`config.mk`:
```
export PLATFORM = sky130hd
export DESIGN_NAME = rc5_req_scheduler_flat
export DESIGN_NICKNAME = d
export VERILOG_FILES = /design/src/rtl/rc5_req_scheduler_if.sv /design/src/rtl/rc5_req_scheduler.sv /design/src/flat_wrapper.sv
export SDC_FILE = /design/constraint.sdc
export NUM_CORES = 1
export LEC_CHECK = 0
export BUFFER_PORTS_ARGS = -buffer_cell sky130_fd_sc_hd__buf_2
export CELL_PAD_IN_SITES_DETAIL_PLACEMENT = 0
export CELL_PAD_IN_SITES_GLOBAL_PLACEMENT = 1
export CORE_AREA = 5 5 206 208
export DETAILED_ROUTE_END_ITERATION = 10
export DIE_AREA = 0 0 211 213
export PLACE_DENSITY_LB_ADDON = 0.1
export SLEW_MARGIN = 20
export SYNTH_ARGS = -nofsm -noshare
export SYNTH_HDL_FRONTEND = slang
export SYNTH_SLANG_ARGS = --single-unit
```
`constraint.sdc`:
```
create_clock -name clk -period 3.5 [get_ports clk]
set_clock_uncertainty 0.2 [all_clocks]
set_input_delay 0.875 -clock clk [delete_from_list [all_inputs] [get_ports clk]]
set_output_delay 0.875 -clock clk [all_outputs]
set_load 0.05 [all_outputs]
```
`src/rtl/rc5_req_scheduler_if.sv`:
```
// Requester, response and RC5 core signals shared by the scheduler and its environment.
// slave = scheduler side, master = requesters plus core side.
interface rc5_req_scheduler_if #(
    parameter int NUM_REQ = 4
);
    logic [NUM_REQ-1:0]     req_valid;
    logic [NUM_REQ-1:0]     req_op;
    logic [5*NUM_REQ-1:0]   req_rounds;
    logic [32*NUM_REQ-1:0]  req_data;
    logic [NUM_REQ-1:0]     req_ready;
    logic [127:0]           key;

    logic [NUM_REQ-1:0]     rsp_valid;
    logic [NUM_REQ-1:0]     rsp_ready;
    logic [31:0]            rsp_data;
    logic                   rsp_err;
    logic                   busy;

    logic                   core_rst;
    logic                   core_encrypt;
    logic                   core_decrypt;
    logic [4:0]             core_num_rounds;
    logic [127:0]           core_key;
    logic [31:0]            core_d_in;
    logic [31:0]            core_d_out;
    logic                   core_done;

    modport slave (
        input  req_valid, req_op, req_rounds, req_data, key, rsp_ready,
        input  core_d_out, core_done,
        output req_ready, rsp_valid, rsp_data, rsp_err, busy,
        output core_rst, core_encrypt, core_decrypt, core_num_rounds, core_key, core_d_in
    );

    modport master (
        output req_valid, req_op, req_rounds, req_data, key, rsp_ready,
        output core_d_out, core_done,
        input  req_ready, rsp_valid, rsp_data, rsp_err, busy,
        input  core_rst, core_encrypt, core_decrypt, core_num_rounds, core_key, core_d_in
    );
endinterface

```
`src/rtl/rc5_req_scheduler.sv`:
```
// Round-robin sharing of one RC5-16 core; accept T, strobe T+1, rsp_valid T+rounds+3 (T+1 if rejected).
// One job in flight: requests wait in IDLE, the response is held in RESP until its rsp_ready.
module rc5_req_scheduler #(
    parameter int NUM_REQ = 4,
    parameter int IDW     = (NUM_REQ > 1) ? $clog2(NUM_REQ) : 1,
    parameter int TIMEOUT = 24
) (
    input  logic               clk,
    input  logic               rst,
    rc5_req_scheduler_if.slave bus
);
    localparam int WDW = $clog2(TIMEOUT);

    typedef enum logic [1:0] {
        IDLE  = 2'd0,
        ISSUE = 2'd1,
        WAIT  = 2'd2,
        RESP  = 2'd3
    } state_t;

    state_t             state_q, state_d;
    logic [IDW-1:0]     rr_ptr_q, rr_ptr_d;
    logic [IDW-1:0]     id_q, id_d;
    logic               op_q, op_d;
    logic [4:0]         rounds_q, rounds_d;
    logic [31:0]        data_q, data_d;
    logic [127:0]       key_q, key_d;
    logic [31:0]        result_q, result_d;
    logic               err_q, err_d;
    logic [WDW-1:0]     wd_q, wd_d;
    logic               flush_q, flush_d;

    logic               gnt_vld;
    logic [IDW-1:0]     gnt_idx;
    logic [IDW-1:0]     cand;
    logic [NUM_REQ-1:0] gnt_oh;
    logic [NUM_REQ-1:0] rsp_oh;
    logic               sel_op;
    logic [4:0]         sel_rounds;
    logic [31:0]        sel_data;

    // Walk from the highest offset down so the closest requester to rr_ptr wins.
    always_comb begin
        gnt_vld = 1'b0;
        gnt_idx = '0;
        cand    = '0;
        for (int k = NUM_REQ - 1; k >= 0; k--) begin
            cand = IDW'((int'(rr_ptr_q) + k) % NUM_REQ);
            if (bus.req_valid[cand]) begin
                gnt_vld = 1'b1;
                gnt_idx = cand;
            end
        end
    end

    always_comb begin
        gnt_oh     = '0;
        rsp_oh     = '0;
        sel_op     = 1'b0;
        sel_rounds = '0;
        sel_data   = '0;
        for (int i = 0; i < NUM_REQ; i++) begin
            if (gnt_idx == IDW'(i)) begin
                gnt_oh[i]  = gnt_vld;
                sel_op     = bus.req_op[i];
                sel_rounds = bus.req_rounds[5*i +: 5];
                sel_data   = bus.req_data[32*i +: 32];
            end
            if (id_q == IDW'(i)) begin
                rsp_oh[i] = 1'b1;
            end
        end
    end

    always_comb begin
        state_d  = state_q;
        rr_ptr_d = rr_ptr_q;
        id_d     = id_q;
        op_d     = op_q;
        rounds_d = rounds_q;
        data_d   = data_q;
        key_d    = key_q;
        result_d = result_q;
        err_d    = err_q;
        wd_d     = wd_q;
        flush_d  = 1'b0;

        case (state_q)
            IDLE: begin
                if (gnt_vld) begin
                    id_d     = gnt_idx;
                    op_d     = sel_op;
                    rounds_d = sel_rounds;
                    data_d   = sel_data;
                    key_d    = bus.key;
                    if (sel_rounds > 5'd16) begin
                        result_d = '0;
                        err_d    = 1'b1;
                        state_d  = RESP;
                    end else begin
                        state_d  = ISSUE;
                    end
                end
            end
            ISSUE: begin
                wd_d    = '0;
                state_d = WAIT;
            end
            WAIT: begin
                wd_d = wd_q + 1'b1;
                if (bus.core_done) begin
                    result_d = bus.core_d_out;
                    err_d    = 1'b0;
                    state_d  = RESP;
                end else if (wd_q == WDW'(TIMEOUT - 1)) begin
                    // Hung core: pulse its reset for one cycle and report the abort.
                    result_d = '0;
                    err_d    = 1'b1;
                    flush_d  = 1'b1;
                    state_d  = RESP;
                end
            end
            RESP: begin
                if (bus.rsp_ready[id_q]) begin
                    state_d  = IDLE;
                    rr_ptr_d = (id_q == IDW'(NUM_REQ - 1)) ? '0 : id_q + 1'b1;
                end
            end
            default: state_d = IDLE;
        endcase
    end

    always_ff @(posedge clk) begin
        if (!rst) begin
            state_q  <= IDLE;
            rr_ptr_q <= '0;
            id_q     <= '0;
            op_q     <= 1'b0;
            rounds_q <= '0;
            data_q   <= '0;
            key_q    <= '0;
            result_q <= '0;
            err_q    <= 1'b0;
            wd_q     <= '0;
            flush_q  <= 1'b0;
        end else begin
            state_q  <= state_d;
            rr_ptr_q <= rr_ptr_d;
            id_q     <= id_d;
            op_q     <= op_d;
            rounds_q <= rounds_d;
            data_q   <= data_d;
            key_q    <= key_d;
            result_q <= result_d;
            err_q    <= err_d;
            wd_q     <= wd_d;
            flush_q  <= flush_d;
        end
    end

    assign bus.req_ready       = (state_q == IDLE) ? gnt_oh : '0;
    assign bus.rsp_valid       = (state_q == RESP) ? rsp_oh : '0;
    assign bus.rsp_data        = result_q;
    assign bus.rsp_err         = err_q;
    assign bus.busy            = (state_q != IDLE);

    // The core reads num_rounds every round, so its inputs come straight from the latches.
    assign bus.core_rst        = rst & ~flush_q;
    assign bus.core_encrypt    = (state_q == ISSUE) & ~op_q;
    assign bus.core_decrypt    = (state_q == ISSUE) & op_q;
    assign bus.core_num_rounds = rounds_q;
    assign bus.core_key        = key_q;
    assign bus.core_d_in       = data_q;
endmodule

```
`src/flat_wrapper.sv`:
```
// flat-port wrapper written by rule: the top's interface ports become plain ports
module rc5_req_scheduler_flat 
#(
    parameter int NUM_REQ = 4,
    parameter int IDW     = (NUM_REQ > 1) ? $clog2(NUM_REQ) : 1,
    parameter int TIMEOUT = 24
)
  (clk, rst, bus_req_valid, bus_req_op, bus_req_rounds, bus_req_data, bus_key, bus_rsp_ready, bus_core_d_out, bus_core_done, bus_req_ready, bus_rsp_valid, bus_rsp_data, bus_rsp_err, bus_busy, bus_core_rst, bus_core_encrypt, bus_core_decrypt, bus_core_num_rounds, bus_core_key, bus_core_d_in);
  rc5_req_scheduler_if #(.NUM_REQ(NUM_REQ)) bus_i ();
  input  logic clk;
  input  logic rst;
  input wire logic [$bits(bus_i.req_valid)-1:0] bus_req_valid;
  input wire logic [$bits(bus_i.req_op)-1:0] bus_req_op;
  input wire logic [$bits(bus_i.req_rounds)-1:0] bus_req_rounds;
  input wire logic [$bits(bus_i.req_data)-1:0] bus_req_data;
  input wire logic [$bits(bus_i.key)-1:0] bus_key;
  input wire logic [$bits(bus_i.rsp_ready)-1:0] bus_rsp_ready;
  input wire logic [$bits(bus_i.core_d_out)-1:0] bus_core_d_out;
  input wire logic [$bits(bus_i.core_done)-1:0] bus_core_done;
  output wire logic [$bits(bus_i.req_ready)-1:0] bus_req_ready;
  output wire logic [$bits(bus_i.rsp_valid)-1:0] bus_rsp_valid;
  output wire logic [$bits(bus_i.rsp_data)-1:0] bus_rsp_data;
  output wire logic [$bits(bus_i.rsp_err)-1:0] bus_rsp_err;
  output wire logic [$bits(bus_i.busy)-1:0] bus_busy;
  output wire logic [$bits(bus_i.core_rst)-1:0] bus_core_rst;
  output wire logic [$bits(bus_i.core_encrypt)-1:0] bus_core_encrypt;
  output wire logic [$bits(bus_i.core_decrypt)-1:0] bus_core_decrypt;
  output wire logic [$bits(bus_i.core_num_rounds)-1:0] bus_core_num_rounds;
  output wire logic [$bits(bus_i.core_key)-1:0] bus_core_key;
  output wire logic [$bits(bus_i.core_d_in)-1:0] bus_core_d_in;
  assign bus_i.req_valid = bus_req_valid;
  assign bus_i.req_op = bus_req_op;
  assign bus_i.req_rounds = bus_req_rounds;
  assign bus_i.req_data = bus_req_data;
  assign bus_i.key = bus_key;
  assign bus_i.rsp_ready = bus_rsp_ready;
  assign bus_i.core_d_out = bus_core_d_out;
  assign bus_i.core_done = bus_core_done;
  assign bus_req_ready = bus_i.req_ready;
  assign bus_rsp_valid = bus_i.rsp_valid;
  assign bus_rsp_data = bus_i.rsp_data;
  assign bus_rsp_err = bus_i.rsp_err;
  assign bus_busy = bus_i.busy;
  assign bus_core_rst = bus_i.core_rst;
  assign bus_core_encrypt = bus_i.core_encrypt;
  assign bus_core_decrypt = bus_i.core_decrypt;
  assign bus_core_num_rounds = bus_i.core_num_rounds;
  assign bus_core_key = bus_i.core_key;
  assign bus_core_d_in = bus_i.core_d_in;
  rc5_req_scheduler #(.NUM_REQ(NUM_REQ), .IDW(IDW), .TIMEOUT(TIMEOUT)) u_core (.clk(clk), .rst(rst), .bus(bus_i));
endmodule
```
==> impl_metrics.env <==
export IMPL_routed_via_count=9544
export IMPL_antenna_violations_before_repair=2
export IMPL_count_of_max_cap_constraint_violations=0
export IMPL_cts_repair_timing_setup_buffer_count=0
export IMPL_slowest_stage_cell_crit_path="sky130_fd_sc_hd__o32a_1"
export IMPL_layout_filler_cells=4483
export IMPL_fp_row_count=74
export IMPL_worst_path_dominant_cell_family="buffers and inverters"
export IMPL_gpl_final_weighted_congestion=0.826
export IMPL_irDropWorstVdd_mv=0.600
export IMPL_groute_usage_overall_pct=16.7
export IMPL_fin_crit_sh_pct=98.4
export IMPL_start_kind="primary input"
export IMPL_clockRootBuffer="sky130_fd_sc_hd__clkbuf_16"
export IMPL_wire_per_inst_um=18.6
export IMPL_final_seq_area_mm2=0.00423
export IMPL_first_iter_violations=417
export IMPL_dominantRegCellSynth="sky130_fd_sc_hd__dfxtp_1"
export IMPL_smallest_hold_slack_ns=0.249
export IMPL_die_w_um=211
export IMPL_cts_hold_repair_buffers=0
export IMPL_postLayoutCoreUtil_pct=32.5
export IMPL_synth_area_per_cell_um2=7.84
export IMPL_cts_htree_levels=1
export IMPL_io_buffers=532
export IMPL_clock_insertion_delay_worst_skew_ns=0.54
export IMPL_crit_arrival_ns=2.37
export IMPL_end_kind="output pin"
export IMPL_report_final_setup_viol=0
export IMPL_synthDistinctLibCells=45
export IMPL_syn2layout_area_growth_pct=47.5
export IMPL_io_pin_count=533
export IMPL_dieHeight_um=213
export IMPL_routed_wirelength_mm=40.8
export IMPL_p_leak_nw=6.28
export IMPL_finalHoldViolations=0
export IMPL_cp_data_required_time_ns=2.42
export IMPL_r2r_setup_slack_ns=0.63
export IMPL_clock_sinks=211
export IMPL_post_drt_via_cell_ratio=4.35
export IMPL_crit_path_max_cell_delay_ns=0.47
export IMPL_tritoncts="done"
export IMPL_async_reset_ff_share_pct=0
export IMPL_ys_warn_count=0
export IMPL_synth_edff_count=0
export IMPL_final_net_count=1975
export IMPL_min_path_type="reg -> reg"
export IMPL_final_period_minus_worst_setup_slack_ns=3.44
export IMPL_grt_first_pass_wirelength_mm=59.1
export IMPL_crit_fanout=6
export IMPL_worst_slew_margin_rel_pct=44.1
export IMPL_synth_cells=1137
export IMPL_core_area_mm2=0.0404
export IMPL_timing_worst_setup_path_type="in -> out"
export IMPL_dp_final_hpwl_mm=30.0
export IMPL_cts_inserted_buffers=26
export IMPL_global_route_overflow_total=0
export IMPL_dr_pass1_iters=4
export IMPL_worst_pin_slew_ns=0.838
export IMPL_power_per_cell_area_mw_per_mm2=891
export IMPL_part_of_the_yosys_area_used_for_sequential_elements_pct=47.4
export IMPL_timing_critical_path_buf_inv=4
export IMPL_synth_fp_nets=1469
export IMPL_synth_cell_area_mm2=0.00891
export IMPL_status="completed"
export IMPL_grt_pass1_vias=9692
export IMPL_clock_path_buffers=3
export IMPL_die_area_mm2=0.0449
export IMPL_grt_max_degree=163
export IMPL_drt_antenna_violating_nets=0
export IMPL_max_freq_ghz=0.290
export IMPL_clkSlewWorstSetupHoldPaths_ns=0.05
export IMPL_worstPathCellList="buf_2 > buf_4 > nand2b_1 > a21oi_1 > o32a_1 > buf_4 > nor3_4 > clkbuf_4"
export IMPL_report_final_slew_viol_count=0
export IMPL_final_layout_size_suffix_gt1_share_pct=40.1
export IMPL_grt_setup_unrepaired="false"
export IMPL_crit_top_cell="sky130_fd_sc_hd__buf_4"
export IMPL_post_route_drc_count=0
export IMPL_multi_input_area_mm2=0.00437
export IMPL_synth_seq_cells=211
export IMPL_start_util_pct=22.1
kinds of logic after synthesis:
group / after synthesis / synth area share, %
xor+xnor: 4 / 0.393
buf+inv: 97 / 4.63
simple gates: 541 / 24.6
fa+ha+maj: 9 / 1.26
compound gates: 259 / 19.6
mux: 16 / 2.08
flops: 211 / 47.4
cells in the mapped netlist (all sizes together) (2+ instances only):
master | count | area (um2)
nor2 | 21 | 78.8
clkbuf | 69 | 259
a22o | 4 | 35.0
nand2b | 2 | 12.5
mux2i | 5 | 50.1
a21oi | 185 | 926
nand4 | 2 | 12.5
nand2 | 432 | 1620
xor2 | 3 | 26.3
nor3 | 4 | 20.0
a221o | 10 | 100
buf | 19 | 120
inv | 9 | 33.8
and2 | 5 | 31.3
nand3 | 65 | 325
nor2b | 3 | 18.8
mux2 | 10 | 113
o2bb2ai | 32 | 468
a211o | 2 | 17.5
o21ai | 16 | 80.1
dfxtp | 211 | 4220
ha | 9 | 113
power breakdown:
| part | internal (W) | leakage, nW | total, W | switching (W) |
|---|---|---|---|---|
| registers | 0.00301 | 1.74 | 0.00330 | 0.000294 |
| logic | 0.00141 | 4.13 | 0.00580 | 0.00438 |
| clock network | 0.00153 | 0.422 | 0.00261 | 0.00107 |
state kept, by name, indices dropped and copies added (netlist names):
| signal | cells |
|---|---|
| u_core.op_q | 1 |
| u_core.flush_q | 1 |
| u_core.state_q | 2 |
| u_core.bus.core_key | 128 |
| u_core.id_q | 2 |
| u_core.wd_q | 5 |
| u_core.bus.rsp_err | 1 |
| u_core.bus.rsp_data | 32 |
| u_core.bus.core_num_rounds | 5 |
| u_core.bus.core_d_in | 32 |
| u_core.rr_ptr_q | 2 |
worst paths after layout:
kind / start / to / cells past startpoint
worst max-delay path: bus_req_valid[2] / bus_req_ready[0] / 8
worst min-delay path: u_core.bus.core_d_in[6]$_SDFFE_PN0P_ / u_core.bus.core_d_in[6]$_SDFFE_PN0P_ / 2
worst max register to register: u_core.rr_ptr_q[0]$_SDFFE_PN0P_ / u_core.bus.rsp_data[0]$_SDFFE_PN0P_ / 10
worst min register to register: u_core.bus.core_d_in[6]$_SDFFE_PN0P_ / u_core.bus.core_d_in[6]$_SDFFE_PN0P_ / 2
worst reg2reg max path, delay by kind of cell, from the launching register on:
family | cells | cell delay [ns]
flops | 1 | 0.38
mux | 1 | 0.26
simple gates | 3 | 0.42
buf+inv | 3 | 0.67
compound gates | 3 | 0.87
metrics by stage:
stage / area [um2] / setup WS (ns) / setup TNS, ns / total power (W) / instances
global placement: 12300 / -0.0771 / -1.19 / 0.00924 / 2146
global route: 13100 / 0.00534 / 0 / 0.0125 / 2196
detailed placement: 12300 / -0.0943 / -1.42 / 0.00927 / 2146
finish: 13100 / 0.0552 / 0 / 0.0117 / 2196
CTS: 13100 / -0.0171 / -0.0171 / 0.0120 / 2194
floorplan: 8970 / -0.146 / -0.229 / 0.00745 / 1137
routing by layer:
metal	part of all wire, %	GRT usage (%)	up-vias
met5	0.032	0	-
met4	1.6	3.64	2
met3	7.3	4.78	41
met2	51	30.0	291
met1	40	19.8	4396
li1	-	-	4814
layout make-up:
class | count | area share (%)
Clock inverter | 9 | 0.429
Clock buffer | 39 | 5.93
Antenna cell | 1 | 0.0190
Timing Repair Buffer | 565 | 22.9
Sequential cell | 211 | 32.2
Inverter | 9 | 0.295
Tap cell | 532 | 5.07
Multi-Input combinational cell | 830 | 33.2
cells in the final DEF, fill, tap and decap left out, types with 10 or more instances in the layout:
cell type / netlist / layout
sky130_fd_sc_hd__buf_2: 6 / 530
sky130_fd_sc_hd__nand2_1: 432 / 432
sky130_fd_sc_hd__dfxtp_1: 211 / 210
sky130_fd_sc_hd__a21oi_1: 185 / 183
sky130_fd_sc_hd__nand3_1: 65 / 65
sky130_fd_sc_hd__o2bb2ai_2: 30 / 30
sky130_fd_sc_hd__clkbuf_16: 0 / 26
sky130_fd_sc_hd__buf_4: 1 / 26
sky130_fd_sc_hd__nor2_1: 21 / 18
sky130_fd_sc_hd__o21ai_0: 16 / 16
sky130_fd_sc_hd__mux2_2: 10 / 10
sky130_fd_sc_hd__a221o_1: 10 / 10
timing repair:
item                                    CTS  global route
resized for setup                         2             4
endpoints found under the setup margin    2             3
cloned                                    0             1
Power figures use the tool's default switching activity.
